`src/rtl/ddr_mem_tester_if.sv`:
```
// MIG user-interface (app_*) command, write-data and read-data channels.
// master = traffic generator, slave = memory controller.
interface ddr_mem_tester_if #(
  parameter int unsigned ADDR_WIDTH = 28,
  parameter int unsigned DATA_WIDTH = 128
);
  logic [ADDR_WIDTH-1:0] app_addr;
  logic [2:0]            app_cmd;
  logic                  app_en;
  logic                  app_rdy;
  logic [DATA_WIDTH-1:0] app_wdf_data;
  logic                  app_wdf_wren;
  logic                  app_wdf_end;
  logic                  app_wdf_rdy;
  logic [DATA_WIDTH-1:0] app_rd_data;
  logic                  app_rd_data_valid;

  modport master (
    output app_addr, app_cmd, app_en, app_wdf_data, app_wdf_wren, app_wdf_end,
    input  app_rdy, app_wdf_rdy, app_rd_data, app_rd_data_valid
  );

  modport slave (
    input  app_addr, app_cmd, app_en, app_wdf_data, app_wdf_wren, app_wdf_end,
    output app_rdy, app_wdf_rdy, app_rd_data, app_rd_data_valid
  );
endinterface

```
`src/rtl/ddr_mem_tester.sv`:
```
// Self-checking DDR3 traffic generator: writes address-derived bursts through the MIG
// app interface, reads them back in order and reports pass/fail, error count and first bad address.
module ddr_mem_tester #(
  parameter int unsigned ADDR_WIDTH     = 28,
  parameter int unsigned DATA_WIDTH     = 128,
  parameter int unsigned ADDR_INC       = 8,
  parameter int unsigned NUM_BURSTS     = 1024,
  parameter logic [31:0] SEED           = 32'hA5A5_5A5A,
  parameter int unsigned TIMEOUT_CYCLES = 65535
) (
  input  logic                  clk,
  input  logic                  reset,
  input  logic                  start,
  input  logic                  init_calib_complete,
  ddr_mem_tester_if.master      app,
  output logic                  busy,
  output logic                  done,
  output logic                  pass,
  output logic                  timeout,
  output logic [15:0]           error_count,
  output logic [ADDR_WIDTH-1:0] first_err_addr
);

  localparam int unsigned IW = $clog2(NUM_BURSTS + 1);
  localparam int unsigned TW = $clog2(TIMEOUT_CYCLES + 1);
  localparam logic [2:0]  CMD_WR = 3'b000;
  localparam logic [2:0]  CMD_RD = 3'b001;
  localparam logic [IW-1:0] LAST_IDX = IW'(NUM_BURSTS - 1);
  localparam logic [ADDR_WIDTH-1:0] STEP = ADDR_WIDTH'(ADDR_INC);

  typedef enum logic [2:0] {IDLE, WAIT_CAL, WRITE, READ, DONE} state_t;

  state_t                state;
  logic [IW-1:0]         wr_idx;
  logic [IW-1:0]         rd_idx;
  logic [IW-1:0]         chk_idx;
  logic [ADDR_WIDTH-1:0] chk_addr;
  logic                  cmd_done;
  logic                  dat_done;
  logic [TW-1:0]         idle_cnt;

  logic                  cmd_acc;
  logic                  dat_acc;
  logic                  rd_valid;
  logic                  mismatch;
  logic                  progress;
  logic                  expired;
  logic                  retire;
  logic [15:0]           err_next;

  // Expected burst content: the 28-bit burst address in each 32-bit lane, XORed with the seed.
  function automatic logic [DATA_WIDTH-1:0] pattern(input logic [ADDR_WIDTH-1:0] a);
    logic [31:0] word;
    word = {4'h0, 28'(a)} ^ SEED;
    return DATA_WIDTH'({4{word}});
  endfunction

  assign app.app_wdf_end = app.app_wdf_wren;

  assign cmd_acc  = app.app_en & app.app_rdy;
  assign dat_acc  = app.app_wdf_wren & app.app_wdf_rdy;
  assign rd_valid = (state == READ) & app.app_rd_data_valid;
  assign mismatch = rd_valid & (app.app_rd_data != pattern(chk_addr));
  assign progress = cmd_acc | dat_acc | rd_valid;
  assign expired  = ((state == WRITE) | (state == READ)) & ~progress &
                    (idle_cnt == TW'(TIMEOUT_CYCLES - 1));
  // A write burst retires once command and data have each been accepted, in any order.
  assign retire   = (cmd_done | cmd_acc) & (dat_done | dat_acc);
  assign err_next = (mismatch && error_count != 16'hFFFF) ? error_count + 16'd1 : error_count;

  always_ff @(posedge clk) begin
    if (reset) begin
      state            <= IDLE;
      wr_idx           <= '0;
      rd_idx           <= '0;
      chk_idx          <= '0;
      chk_addr         <= '0;
      cmd_done         <= 1'b0;
      dat_done         <= 1'b0;
      idle_cnt         <= '0;
      app.app_addr     <= '0;
      app.app_cmd      <= CMD_WR;
      app.app_en       <= 1'b0;
      app.app_wdf_data <= '0;
      app.app_wdf_wren <= 1'b0;
      busy             <= 1'b0;
      done             <= 1'b0;
      pass             <= 1'b0;
      timeout          <= 1'b0;
      error_count      <= '0;
      first_err_addr   <= '0;
    end else begin
      if (state == WRITE || state == READ) begin
        idle_cnt <= progress ? '0 : idle_cnt + 1'b1;
      end

      case (state)
        IDLE, DONE: begin
          if (start) begin
            state          <= WAIT_CAL;
            busy           <= 1'b1;
            done           <= 1'b0;
            pass           <= 1'b0;
            timeout        <= 1'b0;
            error_count    <= '0;
            first_err_addr <= '0;
          end
        end

        WAIT_CAL: begin
          if (init_calib_complete) begin
            state            <= WRITE;
            wr_idx           <= '0;
            cmd_done         <= 1'b0;
            dat_done         <= 1'b0;
            idle_cnt         <= '0;
            app.app_cmd      <= CMD_WR;
            app.app_addr     <= '0;
            app.app_wdf_data <= pattern('0);
            app.app_en       <= 1'b1;
            app.app_wdf_wren <= 1'b1;
          end
        end

        WRITE: begin
          if (expired) begin
            state            <= DONE;
            app.app_en       <= 1'b0;
            app.app_wdf_wren <= 1'b0;
            timeout          <= 1'b1;
            busy             <= 1'b0;
            done             <= 1'b1;
            pass             <= 1'b0;
          end else begin
            if (cmd_acc) begin
              app.app_en <= 1'b0;
              cmd_done   <= 1'b1;
            end
            if (dat_acc) begin
              app.app_wdf_wren <= 1'b0;
              dat_done         <= 1'b1;
            end
            if (retire) begin
              cmd_done <= 1'b0;
              dat_done <= 1'b0;
              if (wr_idx == LAST_IDX) begin
                state        <= READ;
                rd_idx       <= '0;
                chk_idx      <= '0;
                chk_addr     <= '0;
                app.app_cmd  <= CMD_RD;
                app.app_addr <= '0;
                app.app_en   <= 1'b1;
              end else begin
                wr_idx           <= wr_idx + 1'b1;
                app.app_addr     <= app.app_addr + STEP;
                app.app_wdf_data <= pattern(app.app_addr + STEP);
                app.app_en       <= 1'b1;
                app.app_wdf_wren <= 1'b1;
              end
            end
          end
        end

        READ: begin
          if (expired) begin
            state      <= DONE;
            app.app_en <= 1'b0;
            timeout    <= 1'b1;
            busy       <= 1'b0;
            done       <= 1'b1;
            pass       <= 1'b0;
          end else begin
            if (cmd_acc) begin
              rd_idx       <= rd_idx + 1'b1;
              app.app_addr <= app.app_addr + STEP;
              if (rd_idx == LAST_IDX) app.app_en <= 1'b0;
            end
            // Read data returns in command order, so chk_addr tracks the beat's address.
            if (rd_valid) begin
              chk_idx     <= chk_idx + 1'b1;
              chk_addr    <= chk_addr + STEP;
              error_count <= err_next;
              if (mismatch && error_count == 16'd0) first_err_addr <= chk_addr;
              if (chk_idx == LAST_IDX) begin
                state      <= DONE;
                app.app_en <= 1'b0;
                busy       <= 1'b0;
                done       <= 1'b1;
                pass       <= (err_next == 16'd0);
              end
            end
          end
        end

        default: state <= IDLE;
      endcase
    end
  end

endmodule

```
`src/flat_wrapper.sv`:
```
// flat-port wrapper written by rule: the top's interface ports become plain ports
module ddr_mem_tester_flat 
#(
  parameter int unsigned ADDR_WIDTH     = 28,
  parameter int unsigned DATA_WIDTH     = 128,
  parameter int unsigned ADDR_INC       = 8,
  parameter int unsigned NUM_BURSTS     = 1024,
  parameter logic [31:0] SEED           = 32'hA5A5_5A5A,
  parameter int unsigned TIMEOUT_CYCLES = 65535
)
  (clk, reset, start, init_calib_complete, busy, done, pass, timeout, error_count, first_err_addr, app_app_addr, app_app_cmd, app_app_en, app_app_wdf_data, app_app_wdf_wren, app_app_wdf_end, app_app_rdy, app_app_wdf_rdy, app_app_rd_data, app_app_rd_data_valid);
  ddr_mem_tester_if #(.ADDR_WIDTH(ADDR_WIDTH), .DATA_WIDTH(DATA_WIDTH)) app_i ();
  input  logic clk;
  input  logic reset;
  input  logic start;
  input  logic init_calib_complete;
  output logic busy;
  output logic done;
  output logic pass;
  output logic timeout;
  output logic [15:0] error_count;
  output logic [ADDR_WIDTH-1:0] first_err_addr;
  output wire logic [$bits(app_i.app_addr)-1:0] app_app_addr;
  output wire logic [$bits(app_i.app_cmd)-1:0] app_app_cmd;
  output wire logic [$bits(app_i.app_en)-1:0] app_app_en;
  output wire logic [$bits(app_i.app_wdf_data)-1:0] app_app_wdf_data;
  output wire logic [$bits(app_i.app_wdf_wren)-1:0] app_app_wdf_wren;
  output wire logic [$bits(app_i.app_wdf_end)-1:0] app_app_wdf_end;
  input wire logic [$bits(app_i.app_rdy)-1:0] app_app_rdy;
  input wire logic [$bits(app_i.app_wdf_rdy)-1:0] app_app_wdf_rdy;
  input wire logic [$bits(app_i.app_rd_data)-1:0] app_app_rd_data;
  input wire logic [$bits(app_i.app_rd_data_valid)-1:0] app_app_rd_data_valid;
  assign app_app_addr = app_i.app_addr;
  assign app_app_cmd = app_i.app_cmd;
  assign app_app_en = app_i.app_en;
  assign app_app_wdf_data = app_i.app_wdf_data;
  assign app_app_wdf_wren = app_i.app_wdf_wren;
  assign app_app_wdf_end = app_i.app_wdf_end;
  assign app_i.app_rdy = app_app_rdy;
  assign app_i.app_wdf_rdy = app_app_wdf_rdy;
  assign app_i.app_rd_data = app_app_rd_data;
  assign app_i.app_rd_data_valid = app_app_rd_data_valid;
  ddr_mem_tester #(.ADDR_WIDTH(ADDR_WIDTH), .DATA_WIDTH(DATA_WIDTH), .ADDR_INC(ADDR_INC), .NUM_BURSTS(NUM_BURSTS), .SEED(SEED), .TIMEOUT_CYCLES(TIMEOUT_CYCLES)) u_core (.clk(clk), .reset(reset), .start(start), .init_calib_complete(init_calib_complete), .app(app_i), .busy(busy), .done(done), .pass(pass), .timeout(timeout), .error_count(error_count), .first_err_addr(first_err_addr));
endmodule
```
`config.mk`:
```
export PLATFORM = sky130hd
export DESIGN_NAME = ddr_mem_tester_flat
export DESIGN_NICKNAME = d
export VERILOG_FILES = /design/src/rtl/ddr_mem_tester_if.sv /design/src/rtl/ddr_mem_tester.sv /design/src/flat_wrapper.sv
export SDC_FILE = /design/constraint.sdc
export NUM_CORES = 1
export LEC_CHECK = 0
export ABC_AREA = 1
export CORE_MARGIN = 1
export CORE_UTILIZATION = 48
export CTS_CLUSTER_DIAMETER = 60
export DETAILED_ROUTE_END_ITERATION = 6
export PLACE_DENSITY = 0.78
export SETUP_SLACK_MARGIN = 0.3
export SLEW_MARGIN = 20
export SYNTH_ARGS = -nofsm -noshare
export SYNTH_HDL_FRONTEND = slang
export SYNTH_SLANG_ARGS = --single-unit
```
`constraint.sdc`:
```
create_clock -name clk -period 4 [get_ports clk]
set_input_delay 0.4 -clock clk [delete_from_list [all_inputs] [get_ports clk]]
set_output_delay 0.4 -clock clk [all_outputs]
set_load 0.01 [all_outputs]
```
==> impl_metrics.toml <==
[run]
cap_violations = 0

[route]
viasPerCell = 5.17
antenna_left = 0
dr.pass1.iters = 5
drt_wl_total_um = 33100
routedWlPerCell_um = 14.7
vias = 11608
drtIter0Drc = 831
drcViolationCount = 0

[global_routing]
antenna_found_initial = 0
grt_usage = 0.268
grt-ovfl-total = 0
grt_pass1_vias = 10451
grt_first_pass_wirelength_um = 52100
grt_max_degree = 98

[clock_network]
cts_tree = "done"
clk_path_buf_depth = 2
clkLatencyLatePin_ns = 0.44
cts_setup_buffers = 0
clock-root-buffer = "clkbuf_16"
cts_buffers = 17
cts.clk_slew.worst_paths_ns = 0.07
cts.sink_count = 179
htree_levels = 4
cts-resized-gates = 0
postCtsHoldBufs = 0

[die]
initial_core_util = 0.496
die_w_um = 156
fp.dieArea_sq_mm = 0.0243
core-area_sq_mm = 0.0229
io_pins = 345
dieHeight_um = 156
rows = 55

[final_layout]
drive_gt1_frac = 0.0430
n_antenna_cell = 0
fin_nets = 2063
mostFrequentLayoutCell = "nand2_1"
layout_common_cells = "nand2_1, clkdlybuf4s50_1, inv_1"
area_delta_synth_final_pct = 28.2
fin_area_sq_mm = 0.0146
fin_cells = 2245
finish.utilization = 0.636
nFillCells = 2080

[synthesis]
synth-edff-count = 0
netlist_top_cells_area = "dfxtp_1, nand2_1, buf_4, a21oi_1, inv_1"
yosysWarningCount = 0
synth_top_area_share = 0.315
syn_avg_cell_area_sq_um = 6.58
synth-seq-area-share = 0.315
yosysTopAreaCell = "dfxtp_1"
synthCells = 1729
synth_area_sq_mm = 0.0114
async_flop_share = 0
synth_cell_types = 53
synth_ff_type = "dfxtp_1"
ys_seq_elements = 179

[setup_path]
crit_type = "register to register"
critPathMaxFanout = 33
cp-start-kind = "register"
worstSetupEndpointType = "register"
arrival_ns = 3.56
worst-endpoint-required_ns = 4.36

[power]
power_mw = 5.98
p_leak_nw = 5.60
power_density_mw_per_mm2 = 410
peakVddDrop_mv = 0.344

[min_path]
hp-class = "register to register"

[sta]
worstMarginPinSlew_ns = 1.05
period_needed_ns = 3.20
slew-limit-headroom = 0.298
setup_violations = 0
rsz0062_at_grt = "no"
fmax_mhz = 312
hold_violations = 0
fin_crit_sh = 0.801
skew_ns = 0.0159
worst_slack_ns = 0.795
slew_violations = 0
finalSetupTns_ns = 0
hold_slack_ns = 0.449

[place]
pre_cts_ws_ns = 0.837
dp.cells = 2213
placed_cell_area_sq_mm = 0.0140
gp_congestion = 0.963
dp_hpwl_um = 24700
io_buffers = 320

[status]
status = "finished clean"
-- layout make-up --
cell class	count	area [sq um]	share of cell area
inverter	205	769	0.0528
timing repair buffer	331	3280	0.225
sequential	179	3580	0.246
clock buffer	19	453	0.0311
tap	313	392	0.0269
multi-input combinational	1185	5950	0.408
clock inverter	13	154	0.0106
-- kinds of logic (layout without fill, tap and decap cells) --
kind of cell / count (synthesis) / count (layout) / synth area share
AO/OA/AOI/OAI: 271 / 271 / 0.137
buffers and inverters: 388 / 568 / 0.170
flip-flops: 179 / 179 / 0.315
adder cells (fa/ha/maj): 9 / 9 / 0.00990
AND/OR/NAND/NOR: 781 / 781 / 0.291
XOR/XNOR: 100 / 100 / 0.0770
other: 1 / 24 / 0.000330
-- state kept, by name, summed over array words and instances, names as in the netlist, 16 cells and up --
register                 cells
u_core.chk_addr             25
u_core.idle_cnt             16
u_core.app.app_addr         25
u_core.app.app_wdf_data     27
u_core.error_count          16
u_core.first_err_addr       25
-- metal layers --
metal | share of wire | global-route usage | vias up | routed length, um
met2 | 0.49 | 0.464 | 464 | 16300
li1 | - | - | 5772 | -
met4 | 0.023 | 0.0868 | 0 | 754
met5 | 0 | 0 | - | 0
met3 | 0.064 | 0.0397 | 60 | 2110
met1 | 0.42 | 0.340 | 5312 | 13900
-- synth_stat cells (5+ instances only) --
cell	instances
a211oi_1	6
a21oi_1	154
a221oi_1	5
a311oi_1	25
buf_2	31
buf_4	116
clkbuf_1	35
dfxtp_1	179
ha_1	9
inv_1	193
inv_2	9
nand2_1	455
nand2_2	5
nand3_1	44
nand4_1	23
nor2_1	162
nor2_2	6
nor3_1	54
nor4_1	10
o21ai_0	52
o21ai_1	5
o22ai_1	5
xnor2_1	51
xor2_1	49
-- worst max-delay path: stages (launching register included) --
cell and delay (ns):
dfxtp_1 0.39, nand2_2 0.26, nor2_8 0.49, nand2_4 0.13, nand4_4 0.16, nor3_2 0.08
nand2_2 0.09, nand2_1 0.10, a21oi_2 0.17, inv_2 0.06, nor2_2 0.11, inv_2 0.20
a21oi_4 0.60, nand2_1 0.12, a21oi_1 0.16
-- worst paths after layout --
path | start | end | slack, ns | cells past startpoint
worst max register to register | u_core.state[1] | u_core.app.app_addr[20] | 0.80 | 14
worst max-delay path | u_core.state[1] | u_core.app.app_addr[20] | 0.80 | 14
worst min-delay path | u_core.app.app_cmd[0] | u_core.app.app_cmd[0] | 0.45 | 2
worst min register to register | u_core.app.app_cmd[0] | u_core.app.app_cmd[0] | 0.45 | 2
-- report_power, final --
group | total [mW] | switching, mW | internal (mW)
Clock | 1.73 | 0.799 | 0.929
Sequential | 2.16 | 0.185 | 1.97
Combinational | 2.10 | 1.06 | 1.04
Total | 5.98 | 2.04 | 3.94
Note: power is estimated with default switching activity, not from simulation.
